File: src/rtl/forest_loader.sv
// forest_loader
// Stream-side driver for the random-forest engine. It takes one job from the
// cfg_* request, pulls 64-bit words from the in_* stream and steers them to the
// engine. Tree words go to the load_trees port (tree-major order). Feature-pair
// words go to the load_features port (N_FEATURE/2 words per sample). Then it
// pulses a run with start/done and returns each prediction on the out_* stream.
//
// Ports:
//   clk, rst                    clock, async active-high reset
//   cfg_valid/cfg_ready         job request (load_model flag, sample count)
//   in_valid/in_ready/in_data   64-bit input word stream
//   load_trees/n_tree/n_node/tree_nodes       tree write port
//   load_features/n_feature/features2         feature-pair write port
//   start/done/prediction       engine run handshake
//   out_valid/out_ready/out_data  prediction stream
//   job_done                    one-cycle pulse at end of job
//   timeout_err                 sticky watchdog flag (FOREST_LOADER_TIMEOUT_EN only)
//
// Build option: define FOREST_LOADER_TIMEOUT_EN to add the RUN watchdog.
module forest_loader #(
    parameter int N_TREES          = 16,
    parameter int N_NODE_AND_LEAFS = 256,
    parameter int N_FEATURE        = 32,
    parameter int TIMEOUT_CYCLES   = 4096
) (
    input  logic                                clk,
    input  logic                                rst,
    input  logic                                cfg_valid,
    input  logic                                cfg_load_model,
    input  logic [15:0]                         cfg_n_samples,
    output logic                                cfg_ready,
    input  logic                                in_valid,
    output logic                                in_ready,
    input  logic [63:0]                         in_data,
    output logic                                load_trees,
    output logic [$clog2(N_TREES)-1:0]          n_tree,
    output logic [$clog2(N_NODE_AND_LEAFS)-1:0] n_node,
    output logic [63:0]                         tree_nodes,
    output logic                                load_features,
    output logic [31:0]                         n_feature,
    output logic [63:0]                         features2,
    output logic                                start,
    input  logic                                done,
    input  logic signed [31:0]                  prediction,
    output logic                                out_valid,
    input  logic                                out_ready,
    output logic [31:0]                         out_data,
    output logic                                job_done
`ifdef FOREST_LOADER_TIMEOUT_EN
    ,
    output logic                                timeout_err
`endif
);

    localparam int TW = $clog2(N_TREES);
    localparam int NW = $clog2(N_NODE_AND_LEAFS);
    localparam logic [TW-1:0] LAST_TREE = TW'(N_TREES - 1);
    localparam logic [NW-1:0] LAST_NODE = NW'(N_NODE_AND_LEAFS - 1);
    localparam logic [31:0]   LAST_FEAT = 32'(N_FEATURE - 2);

    typedef enum logic [2:0] {IDLE, LOAD_TREES, LOAD_FEAT, RUN, EMIT, FINISH} state_t;

    state_t        state;
    logic [15:0]   n_samples_q;
    logic [15:0]   sample_cnt;
    logic [TW-1:0] tree_cnt;
    logic [NW-1:0] node_cnt;
    logic [31:0]   feat_idx;
    logic          done_low_seen;   // done seen low since start rose
`ifdef FOREST_LOADER_TIMEOUT_EN
    localparam int TOW = $clog2(TIMEOUT_CYCLES + 1);
    logic [TOW-1:0] to_cnt;
`endif

    always_ff @(posedge clk or posedge rst) begin
        if (rst) begin
            state         <= IDLE;
            n_samples_q   <= '0;
            sample_cnt    <= '0;
            tree_cnt      <= '0;
            node_cnt      <= '0;
            feat_idx      <= '0;
            done_low_seen <= 1'b0;
            cfg_ready     <= 1'b1;
            in_ready      <= 1'b0;
            load_trees    <= 1'b0;
            n_tree        <= '0;
            n_node        <= '0;
            tree_nodes    <= '0;
            load_features <= 1'b0;
            n_feature     <= '0;
            features2     <= '0;
            start         <= 1'b0;
            out_valid     <= 1'b0;
            out_data      <= '0;
            job_done      <= 1'b0;
`ifdef FOREST_LOADER_TIMEOUT_EN
            to_cnt        <= '0;
            timeout_err   <= 1'b0;
`endif
        end else begin
            load_trees    <= 1'b0;
            load_features <= 1'b0;
            job_done      <= 1'b0;
            case (state)
                IDLE: begin
                    if (cfg_valid) begin
                        n_samples_q <= cfg_n_samples;
                        sample_cnt  <= '0;
                        tree_cnt    <= '0;
                        node_cnt    <= '0;
                        feat_idx    <= '0;
                        cfg_ready   <= 1'b0;
`ifdef FOREST_LOADER_TIMEOUT_EN
                        timeout_err <= 1'b0;
`endif
                        if (cfg_load_model) begin
                            state    <= LOAD_TREES;
                            in_ready <= 1'b1;
                        end else if (cfg_n_samples != 16'd0) begin
                            state    <= LOAD_FEAT;
                            in_ready <= 1'b1;
                        end else begin
                            state    <= FINISH;
                            job_done <= 1'b1;
                        end
                    end
                end
                LOAD_TREES: begin
                    if (in_valid && in_ready) begin
                        load_trees <= 1'b1;
                        tree_nodes <= in_data;
                        n_tree     <= tree_cnt;
                        n_node     <= node_cnt;
                        if (node_cnt == LAST_NODE) begin
                            node_cnt <= '0;
                            if (tree_cnt == LAST_TREE) begin
                                tree_cnt <= '0;
                                if (n_samples_q == 16'd0) begin
                                    state    <= FINISH;
                                    in_ready <= 1'b0;
                                    job_done <= 1'b1;
                                end else begin
                                    state    <= LOAD_FEAT;
                                end
                            end else begin
                                tree_cnt <= tree_cnt + 1'b1;
                            end
                        end else begin
                            node_cnt <= node_cnt + 1'b1;
                        end
                    end
                end
                LOAD_FEAT: begin
                    if (in_valid && in_ready) begin
                        load_features <= 1'b1;
                        features2     <= in_data;
                        n_feature     <= feat_idx;
                        if (feat_idx == LAST_FEAT) begin
                            feat_idx <= '0;
                            in_ready <= 1'b0;
                            state    <= RUN;
                        end else begin
                            feat_idx <= feat_idx + 32'd2;
                        end
                    end
                end
                RUN: begin
                    // First RUN cycle only raises start, so it lands one cycle
                    // after the last feature write pulse.
                    if (!start) begin
                        start         <= 1'b1;
                        done_low_seen <= 1'b0;
`ifdef FOREST_LOADER_TIMEOUT_EN
                        to_cnt        <= '0;
`endif
                    end else begin
                        if (!done)
                            done_low_seen <= 1'b1;
                        if (done && done_low_seen) begin
                            out_data  <= prediction;
                            start     <= 1'b0;
                            out_valid <= 1'b1;
                            state     <= EMIT;
                        end
`ifdef FOREST_LOADER_TIMEOUT_EN
                        else if (to_cnt == TOW'(TIMEOUT_CYCLES - 1)) begin
                            out_data    <= 32'h8000_0000;
                            timeout_err <= 1'b1;
                            start       <= 1'b0;
                            out_valid   <= 1'b1;
                            state       <= EMIT;
                        end else begin
                            to_cnt <= to_cnt + 1'b1;
                        end
`endif
                    end
                end
                EMIT: begin
                    if (out_ready) begin
                        out_valid  <= 1'b0;
                        sample_cnt <= sample_cnt + 16'd1;
                        if (sample_cnt + 16'd1 == n_samples_q) begin
                            state    <= FINISH;
                            job_done <= 1'b1;
                        end else begin
                            state    <= LOAD_FEAT;
                            in_ready <= 1'b1;
                        end
                    end
                end
                FINISH: begin
                    state     <= IDLE;
                    cfg_ready <= 1'b1;
                end
                default: state <= IDLE;
            endcase
        end
    end

endmodule

File: config.mk
export PLATFORM = sky130hd
export DESIGN_NAME = forest_loader
export DESIGN_NICKNAME = d
export VERILOG_FILES = /design/src/rtl/forest_loader.sv
export SDC_FILE = /design/constraint.sdc
export NUM_CORES = 1
export LEC_CHECK = 0
export CORE_AREA = 8 8 190 192
export DETAILED_ROUTE_END_ITERATION = 8
export DIE_AREA = 0 0 198 200
export GPL_ROUTABILITY_DRIVEN = 0
export GPL_TIMING_DRIVEN = 0
export PLACE_DENSITY = 0.7
export SYNTH_ARGS = -nofsm -noshare
export SYNTH_HDL_FRONTEND = slang
export SYNTH_SLANG_ARGS = --single-unit
File: constraint.sdc
create_clock -name clk -period 22.1 [get_ports clk]
set_input_delay 3.315 -clock clk [delete_from_list [all_inputs] [get_ports clk]]
set_output_delay 3.315 -clock clk [all_outputs]
set_load 0.02 [all_outputs]
==> reports/metrics.cfg <==
[cts]
htreeDepth=2
holdBufCountCts=0
clockBufferDepth=3
clkLatencyLatePin_ns=0.51
cts_tree=yes
cts_resized=0
cts_buffers=36
clkTransAtPathRegs_ns=0.05
root_buffer=clkbuf_16
cts_setup_buffers=0
cts_sinks=289

[synthesis]
ys_seq_elements=289
syn-num-nets=1124
synth_edf_count=0
seq_area_frac_synth_pct=58.4
syn_avg_cell_area_sq_um=12.4
synth_cell_type_count=66
synthFlopType=dfrtp_1
synth_warnings=0
syn_area_sq_um=12400
postSynthCellCount=1001
synthArstFlopShare_pct=100

[die]
initial_core_util_pct=37.4
pin_count=330
rows=67
die_h_um=200
die_area_sq_um=39600
core_area_sq_um=33100
die_w_um=198

[flow_run]
cap_violations=0

[cells_and_area]
final_cells=1842
drive_gt1_share_pct=21.0
syn_to_final_growth_pct=40.9
nNetsFinal=1492
layout.cells.most_common=clkdlybuf4s50_1
finalCoreUtilization_pct=52.7
layout_common_cells=clkdlybuf4s50_1 (328), dfrtp_1 (288), mux2_2 (203)

[placement]
place_inst=1779
portBuffers=328
dp_hpwl_um=27000

[setup_path]
path_max_fanout=10
slowest_delay_ns=0.68
cpLargestDelayFamily=buffers and inverters
cp.required_ns=22.49
cp-end-kind=register
critical_path_class=input pin to register
crit_chain=clkdlybuf4s50_1 > nand2_1 > nor2_1 > clkbuf_1 > buf_2 > mux2_2
crit_buf_inv=3
crit_slowest_cell=nor2_1
crit_path_start_kind=input pin
critPathArrivalTime_ns=5.99

[timing]
worst_slew_pin_slew_ns=1.04
drv_slew=0
fin_skew_ns=0.0175
slew_headroom_pct=30.7
setup_violations=0
fin_crit_sh_pct=25.3
rsz0062_at_grt=no
fin_tns_setup_ns=0
fin_crit_ns=5.60
hold_viol=0
max_freq_mhz=179

[power_and_ir_drop]
vdd_drop_max_uv=81.0
power_density_nw_per_um2=123
p_leak_nw=7.60

[global_route]
grt_util_met1_pct=20.7
grt_max_degree=117
grtUsageTotal_pct=18.1
met2_usage_pct=31.4
antenna_found_initial=2
grt-ovfl-total=0
grt_util_met3_pct=7.12
grt_pass1_vias=9859
grt_pass1_wl_um=56500
top_usage_layer=met2

[worst_hold_path]
hold_class=register to register

[route]
antenna_left=0
drt_pass1_iterations=5
drc=0
drt-wirelength-per-cell_um=19.8
dr.first_iter.drc_count=483
num_vias=9220
viasPerCell=5.01
wl_um=36400

[status]
status=completed

worst register-to-register path: cells and delay by family (launching register included):
kind | cells | cell delay (ns)
buf+inv | 3 | 1.20
simple gates | 3 | 1.06
flops | 1 | 0.39
mux | 1 | 0.39
synth_stat cells (all sizes together), types with 16 or more instances:
cell	instances	area share [%]
dfrtp	288	58
mux2	203	18
nand2	107	3.2
nor2	68	2.1
o21ai	43	1.7
nand3	34	1.5
clkbuf	29	0.89
xnor2	28	2.0
xor2	25	1.8
buf	19	0.79
nor4	18	1.1
nand4	16	0.93
cell families (layout without fill, tap and decap cells):
logic type / count (synthesis) / in the layout / share of synthesized area [%]
compound gates: 92 / 92 / 4.74
simple gates: 301 / 301 / 12.1
buf+inv: 55 / 447 / 1.89
other cells: 1 / 2 / 0.0303
mux: 206 / 206 / 18.7
flops: 289 / 289 / 58.4
xor+xnor: 53 / 53 / 3.75
fa+ha+maj: 4 / 4 / 0.404
state kept, by name, summed over array words and instances, names as in the netlist, 3 cells and up:
signal / count
n_samples_q: 16
out_data: 32
feat_idx: 31
features2: 64
n_feature: 31
n_node: 8
state: 3
tree_cnt: 4
sample_cnt: 16
n_tree: 4
tree_nodes: 64
node_cnt: 8
power by group:
| group | leakage [nW] | switching, mW | internal (mW) |
|---|---|---|---|
| sequential | 3.75 | 0.102 | 0.681 |
| clock | 0.572 | 0.222 | 0.352 |
| combinational | 3.28 | 0.399 | 0.394 |
area by class of cell:
cell class | count | area (sq um)
Inverter | 7 | 33.8
Tap cell | 448 | 561
Sequential cell | 289 | 7230
Clock buffer | 50 | 1000
Multi-Input combinational cell | 657 | 4920
Fill cell | 2860 | 15700
Timing Repair Buffer | 330 | 3340
Antenna cell | 1 | 2.50
Buffer | 48 | 208
Clock inverter | 12 | 154
path summary, 6_finish.rpt:
| path | from | endpoint | slack, ns | cells after the start |
|---|---|---|---|---|
| worst max-delay path | in_valid | features2[35]$_DFFE_PP0P_ | 16.50 | 6 |
| worst min-delay path | done_low_seen$_DFFE_PP0P_ | done_low_seen$_DFFE_PP0P_ | 0.50 | 1 |
| worst max register to register | state[2]$_DFFE_PP0P_ | features2[35]$_DFFE_PP0P_ | 18.95 | 7 |
| worst min register to register | done_low_seen$_DFFE_PP0P_ | done_low_seen$_DFFE_PP0P_ | 0.50 | 1 |
| max in group asynchronous | rst | state[1]$_DFFE_PP0P_ | 17.87 | 3 |
| min in group asynchronous | rst | out_data[24]$_DFFE_PP0P_ | 3.25 | 2 |
metal layers:
metal | vias up | share of wire, %
met5 | - | 0.063
met4 | 4 | 2.3
met3 | 61 | 9.3
met2 | 292 | 50
met1 | 4594 | 38
li1 | 4269 | -
per-stage QoR:
step           power, mW  setup WS [ns]  hold slack [ns]  cell area [sq um]
6_report            2.15          16.50            0.502              17500
5_1_grt             2.26          16.26            0.515              17500
4_1_cts             2.18          16.35            0.503              17500
3_5_place_dp        1.59          15.82            0.488              16300
3_3_place_gp        1.57           7.02            0.469              16200
2_1_floorplan       1.20          10.81            0.460              12400
Note: power is estimated with default switching activity, not from simulation.
